`src/rtl/quad_enc_gen.sv`:
```
// Quadrature encoder pattern generator: emits a commanded number of A/B
// edges at a fixed period and keeps a signed running position.
module quad_enc_gen #(
    parameter int PERIOD_WIDTH = 16,
    parameter int STEP_WIDTH   = 16,
    parameter int POS_WIDTH    = 16
) (
    input  logic                        clk,
    input  logic                        reset,
    input  logic                        cmd_valid,
    output logic                        cmd_ready,
    input  logic                        cmd_dir,
    input  logic [STEP_WIDTH-1:0]       cmd_steps,
    input  logic [PERIOD_WIDTH-1:0]     cmd_period,
    input  logic                        abort,
    output logic                        enc_a,
    output logic                        enc_b,
    output logic                        busy,
    output logic                        done,
    output logic signed [POS_WIDTH-1:0] position
);

    typedef enum logic {
        IDLE,
        RUN
    } state_t;

    state_t                  state_q, state_d;
    logic                    dir_q, dir_d;
    logic [STEP_WIDTH-1:0]   steps_q, steps_d;
    logic [PERIOD_WIDTH-1:0] period_q, period_d;
    logic [PERIOD_WIDTH-1:0] cnt_q, cnt_d;
    logic [1:0]              ab_q, ab_d;
    logic [POS_WIDTH-1:0]    pos_q, pos_d;
    logic                    done_q, done_d;
    logic [PERIOD_WIDTH-1:0] period_eff;

    // A zero period would never fire; run it as one cycle per edge.
    assign period_eff = (cmd_period == '0) ? PERIOD_WIDTH'(1) : cmd_period;

    function automatic logic [1:0] next_phase(input logic [1:0] ab,
                                              input logic       rev);
        logic [1:0] nx;
        nx = 2'b00;
        unique case (ab)
            2'b00: nx = rev ? 2'b01 : 2'b10;
            2'b10: nx = rev ? 2'b00 : 2'b11;
            2'b11: nx = rev ? 2'b10 : 2'b01;
            2'b01: nx = rev ? 2'b11 : 2'b00;
        endcase
        return nx;
    endfunction

    always_ff @(posedge clk or posedge reset) begin
        if (reset) begin
            state_q  <= IDLE;
            dir_q    <= 1'b0;
            steps_q  <= '0;
            period_q <= '0;
            cnt_q    <= '0;
            ab_q     <= 2'b00;
            pos_q    <= '0;
            done_q   <= 1'b0;
        end else begin
            state_q  <= state_d;
            dir_q    <= dir_d;
            steps_q  <= steps_d;
            period_q <= period_d;
            cnt_q    <= cnt_d;
            ab_q     <= ab_d;
            pos_q    <= pos_d;
            done_q   <= done_d;
        end
    end

    always_comb begin
        state_d  = state_q;
        dir_d    = dir_q;
        steps_d  = steps_q;
        period_d = period_q;
        cnt_d    = cnt_q;
        ab_d     = ab_q;
        pos_d    = pos_q;
        done_d   = 1'b0;
        unique case (state_q)
            IDLE: begin
                if (cmd_valid) begin
                    dir_d    = cmd_dir;
                    steps_d  = cmd_steps;
                    period_d = period_eff;
                    cnt_d    = period_eff - PERIOD_WIDTH'(1);
                    if (cmd_steps == '0) begin
                        done_d = 1'b1;
                    end else begin
                        state_d = RUN;
                    end
                end
            end
            RUN: begin
                // Abort wins over a coincident step edge.
                if (abort) begin
                    state_d = IDLE;
                end else if (cnt_q == '0) begin
                    ab_d    = next_phase(ab_q, dir_q);
                    pos_d   = dir_q ? pos_q - POS_WIDTH'(1)
                                    : pos_q + POS_WIDTH'(1);
                    cnt_d   = period_q - PERIOD_WIDTH'(1);
                    steps_d = steps_q - STEP_WIDTH'(1);
                    if (steps_q == STEP_WIDTH'(1)) begin
                        state_d = IDLE;
                        done_d  = 1'b1;
                    end
                end else begin
                    cnt_d = cnt_q - PERIOD_WIDTH'(1);
                end
            end
        endcase
    end

    assign cmd_ready = (state_q == IDLE);
    assign busy      = (state_q == RUN);
    assign done      = done_q;
    assign enc_a     = ab_q[1];
    assign enc_b     = ab_q[0];
    assign position  = pos_q;

endmodule

```
`config.mk`:
```
export PLATFORM = sky130hd
export DESIGN_NAME = quad_enc_gen
export DESIGN_NICKNAME = d
export VERILOG_FILES = /design/src/rtl/quad_enc_gen.sv
export SDC_FILE = /design/constraint.sdc
export NUM_CORES = 1
export LEC_CHECK = 0
export CAP_MARGIN = 30
export CORE_MARGIN = 10
export CORE_UTILIZATION = 55
export CTS_CLUSTER_SIZE = 28
export DETAILED_ROUTE_END_ITERATION = 10
export GPL_ROUTABILITY_DRIVEN = 1
export GPL_TIMING_DRIVEN = 1
export PLACE_DENSITY = 0.91
export REMOVE_ABC_BUFFERS = 1
export SLEW_MARGIN = 20
export SYNTH_ARGS = -nofsm -noshare
export SYNTH_HDL_FRONTEND = slang
export SYNTH_SLANG_ARGS = --single-unit
```
`constraint.sdc`:
```
create_clock -name clk -period 5.86 [get_ports clk]
set_input_delay 0.879 -clock clk [delete_from_list [all_inputs] [get_ports clk]]
set_output_delay 0.879 -clock clk [all_outputs]
set_load 0.005 [all_outputs]
```
Word-level counts from Yosys, hierarchy flattened
Index checks and enable logic that the tools add are counted.
Widths: inputs -> output; s select.
{ "totals": {"register_bits": 69, "input_bits": 37, "output_inout_bits": 21, "word_cells": 58} }
{ "op_classes": {"n_addsub": 6, "eq_ne": 7, "muxes": 27, "n_bitwise": 2, "n_reduce_logical": 8} }
{ "op_table": {"columns": ["op", "count"], "rows": [
  ["$mux 16", 8],
  ["$sub 16x1->16 const B", 5],
  ["$pmux 16 s2", 2],
  ["$logic_not 16->1", 3],
  ["$add 16x1->16 const B", 1],
  ["$eq 16x1->1 const B", 1],
  ["$mux 1", 10],
  ["$mux 2", 4],
  ["$pmux 2 s4", 1],
  ["$reduce_and 3->1", 2],
  ["$eq 2x2->1 const B", 2],
  ["$ne 2x2->1 const B", 2],
  ["$pmux 1 s2", 2],
  ["$reduce_and 2->1", 2],
  ["$eq 2x1->1 const B", 1],
  ["$logic_not 2->1", 1],
  ["$ne 2x1->1 const B", 1],
  ["$not 1->1", 2]
]} }

Logic depth before layout (Yosys ltp)
{ "depth": {"word_depth": 5, "ltp_mapped": 11, "depth_no_buf": 10} }

Worst setup path before layout
No wires, ideal clock.
{ "synth_timing": {"kind": "in2reg", "from": "input port cmd_period[8]", "to": "register cnt_q[13]", "setup_ns": 0.082, "arrival_ns": 2.745, "required_ns": 5.778, "slack_ns": 3.033, "stages": 6, "path_buffers": 0, "cell_sequence": "mux2_2 -> a31oi_4 -> or3b_4 -> or4_1 -> or3_1 -> a31oi_1"} }
{ "synth_via": {"elab_chain_cells": 5} }
{ "synth_rtl": {"columns": ["element", "line_no", "text"], "rows": [
  ["from (decl)", "14", "input logic [PERIOD_WIDTH-1:0] cmd_period,"],
  ["$logic_not 16->1", "39", "assign period_eff = (cmd_period == '0) ? PERIOD_WIDTH'(1) : cmd_period;"],
  ["$mux 16 (*)", "39", null],
  ["$sub 16x1->16 (*)", "91", "cnt_d = period_eff - PERIOD_WIDTH'(1);"],
  ["$mux 16 (*)", "87", "if (cmd_valid) begin"],
  ["$pmux 16 s2 (*)", "85", "unique case (state_q)"],
  ["to (signal assigned)", "69", "cnt_q <= cnt_d;"],
  ["to (decl)", "32", "logic [PERIOD_WIDTH-1:0] cnt_q, cnt_d;"]
]} }
Mark *: on every way between the ends. The rest lies on a longest branch, timed or not. The select of a mux whose other input is x is not followed.
A chain may end at the register's enable or synchronous reset.

Final worst setup path
{ "layout_timing": {"from": "register cnt_q[3]", "to": "register cnt_q[14]"} }
{ "layout_via": {"elab_chain_cells": 4, "word_cells_on_any_way": 5, "classes_between": "1 x add/sub; 3 x mux; 1 x reduce/logical"} }
{ "layout_rtl": {"columns": ["element", "line_no", "text"], "rows": [
  ["$sub 16x1->16 or $logic_not 16->1 (tied branches)", "114, 103", null],
  ["$mux 16 (*)", "103", "end else if (cnt_q == '0) begin"],
  ["$mux 16 (*)", "101", "if (abort) begin"],
  ["$pmux 16 s2 (*)", "85", null]
]} }
Marked as above.

==> results.json <==
{
  "grt_pass1_vias": 4076,
  "viasPerCell": 6.17,
  "detail-route-antenna-nets": 0,
  "gp_congestion": 0.940,
  "cellPowerDensity_nw_per_um2": 299,
  "total_power_w": 0.00157,
  "antenna_found_initial": 0,
  "worstPathRequired_ns": 6.13,
  "nets": 635,
  "status": "finished clean",
  "wire_per_inst_um": 17.1,
  "slew_viol_final": 0,
  "final-setup-viol-count": 0,
  "hpwl_mm": 8.33,
  "core_um2": 7730,
  "synth-warning-count": 0,
  "period_needed_ns": 3.50,
  "path_class": "reg2reg",
  "final_common_cell": "nand2_1",
  "slowest_delay_ns": 0.75,
  "crit_arrival_ns": 3.76,
  "hold_viol": 0,
  "cts_max_level": 3,
  "clk-insertion-delay-late_ns": 0.36,
  "num_rows": 32,
  "critPathLaunchType": "flop",
  "grt_setup_unrepaired": "false",
  "maxCapViolations": 0,
  "cts.reportedPaths.clkPinSlew_ns": 0.08,
  "numCtsBuffers": 9,
  "grtUsageTotal_pct": 19.5,
  "synth_top_area_share_pct": 39.6,
  "place_ws_ns": 2.15,
  "synthesis.area_um2": 4360,
  "wirelength_mm": 11.7,
  "clock-sinks": 69,
  "port_buffers": 57,
  "critPathCaptureType": "flop",
  "grt_pass1_wl_mm": 19.0,
  "busiest_layer": "met2",
  "synthFlopType": "dfrtp_1",
  "die_area_um2": 11900,
  "synth_cell_types": 53,
  "vias": 4241,
  "fin_skew_ns": 0.0118,
  "synth_edf_count": 0,
  "crit_slowest_cell": "and4_1",
  "cts_resized": 0,
  "grtUsageMet3_pct": 4.60,
  "fmax_mhz": 286,
  "timing.final.crit_share_pct": 59.7,
  "met1_usage_pct": 24.2,
  "syn_inst": 528,
  "whs_ns": 0.488,
  "die_h_um": 109,
  "cts_root_buf": "clkbuf_8",
  "yosysTopAreaCell": "dfrtp_1",
  "drive_gt1_share_pct": 6.50,
  "min_path_type": "reg2reg",
  "clockBufferDepth": 2,
  "grt_use_met2_pct": 32.1,
  "ys_ff_latch": 69,
  "initial_utilization_pct": 56.5,
  "path_cells": "nor4_1 -> and4_1 -> a21oi_1 -> a21oi_1 -> inv_1 -> ha_1 -> o2111ai_1 -> nor2_1 -> a21o_1 -> a31oi_1",
  "maxSlewHeadroom_pct": 35.5,
  "vdd_ir_drop_max_v": 0.000173,
  "yosysSeqAreaShare_pct": 39.6,
  "hold_buffers": 0,
  "gr-total-overflow": 0,
  "areaGrowthSynthToFinish_pct": 20.3,
  "antennaDiodeCount": 0,
  "setup_tns_ns": 0,
  "worst_pin_slew_ns": 0.965,
  "syn_avg_cell_area_um2": 8.26,
  "fin_ws_ns": 2.36,
  "io_pins": 58,
  "p_leak_nw": 2.24,
  "grt_max_degree": 70,
  "cts_post_setup_buffers_inserted": 0,
  "synth_area_leaders": "dfrtp_1 (40%), nand2_1 (8.6%), a21oi_1 (5.9%), o21ai_0 (5.2%), ha_1 (4.9%)",
  "drtIter0Drc": 312,
  "firstDrtPassIters": 6,
  "async_reset_ff_share_pct": 100,
  "drc": 0,
  "cts_tree": "yes",
  "layout_common_cells": "nand2_1 (100), dfrtp_1 (68), clkdlybuf4s50_1 (57)",
  "cp_max_fo": 19,
  "crit_top_cell": "a21oi_1",
  "die_w_um": 109
}
## routing by layer
metal / part of all wire [%] / vias up
met4: 2.2 / 0
li1: - / 2012
met3: 6.7 / 28
met5: 0 / -
met2: 48 / 174
met1: 43 / 2027
## path summary, 6_finish.rpt
kind | start | slack [ns] | cells past startpoint | endpoint
worst max-delay path | cnt_q[3]$_DFFE_PP0P_ | 2.36 | 10 | cnt_q[14]$_DFFE_PP0P_
worst min register to register | period_q[14]$_DFFE_PP0P_ | 0.49 | 2 | period_q[14]$_DFFE_PP0P_
worst min-delay path | period_q[14]$_DFFE_PP0P_ | 0.49 | 2 | period_q[14]$_DFFE_PP0P_
min in group asynchronous | reset | 0.84 | 3 | position[7]$_DFFE_PP0P_
max in group asynchronous | reset | 4.46 | 4 | busy$_DFF_PP0_
worst max register to register | cnt_q[3]$_DFFE_PP0P_ | 2.36 | 10 | cnt_q[14]$_DFFE_PP0P_
## Yosys cell counts, types with 4 or more instances
cell,count
o211ai_1,4
xnor2_1,13
a21o_1,9
o22ai_1,6
nor3_1,11
nand2_1,100
dfrtp_1,69
inv_1,11
or3_1,5
xor2_1,11
a211oi_1,4
nand3_1,14
mux2_2,7
nand2b_1,7
o21ai_0,45
mux2i_1,4
nor4_1,22
clkbuf_1,18
nor2_1,41
a21oi_1,51
ha_1,17
a31oi_1,10
## flip-flops by register name, indices dropped and copies added, names as in the netlist
register / flops
cnt_q: 16
period_q: 16
position: 16
busy: 1
steps_q: 16
ab_q: 2
done: 1
dir_q: 1
## kinds of logic (layout without fill, tap and decap cells)
family          count (synthesis)  count (layout)  share of synthesized area (%)
compound gates                151             151                           20.9
flops                          69              69                           39.6
mux                            11              11                           2.72
xor+xnor                       24              24                           4.82
buf+inv                        33              90                           3.10
fa+ha+maj                      18              18                           5.33
simple gates                  222             222                           23.5
## area by class of cell
| class | instances | area [um2] |
|---|---|---|
| fillers | 612 | 2480 |
| inverters | 12 | 45.0 |
| clock buffers | 13 | 169 |
| repair buffers | 62 | 636 |
| clock inverters | 3 | 42.5 |
| flip-flops and latches | 69 | 1730 |
| well taps | 102 | 128 |
| multi-input cells | 426 | 2500 |
## stage by stage
stage | utilization (%) | instance area (um2) | cells
6_report | 67.9 | 5250 | 687
5_1_grt | 67.9 | 5250 | 687
4_1_cts | 67.4 | 5210 | 685
3_5_place_dp | 64.6 | 4990 | 669
3_3_place_gp | 64.6 | 4990 | 669
2_1_floorplan | - | 4270 | 507
## power breakdown
part | total [W] | internal [W] | switching [W]
Combinational | 0.000468 | 0.000199 | 0.000270
Clock | 0.000418 | 0.000231 | 0.000187
Sequential | 0.000682 | 0.000577 | 0.000105
## critical path, delay by kind of cell (launching register included)
kind / cells / cell delay (ns)
AO/OA/AOI/OAI: 5 / 1.19
buffers and inverters: 1 / 0.14
flip-flops: 1 / 0.42
AND/OR/NAND/NOR: 3 / 1.37
adder cells (fa/ha/maj): 1 / 0.28
Power figures use the tool's default switching activity.
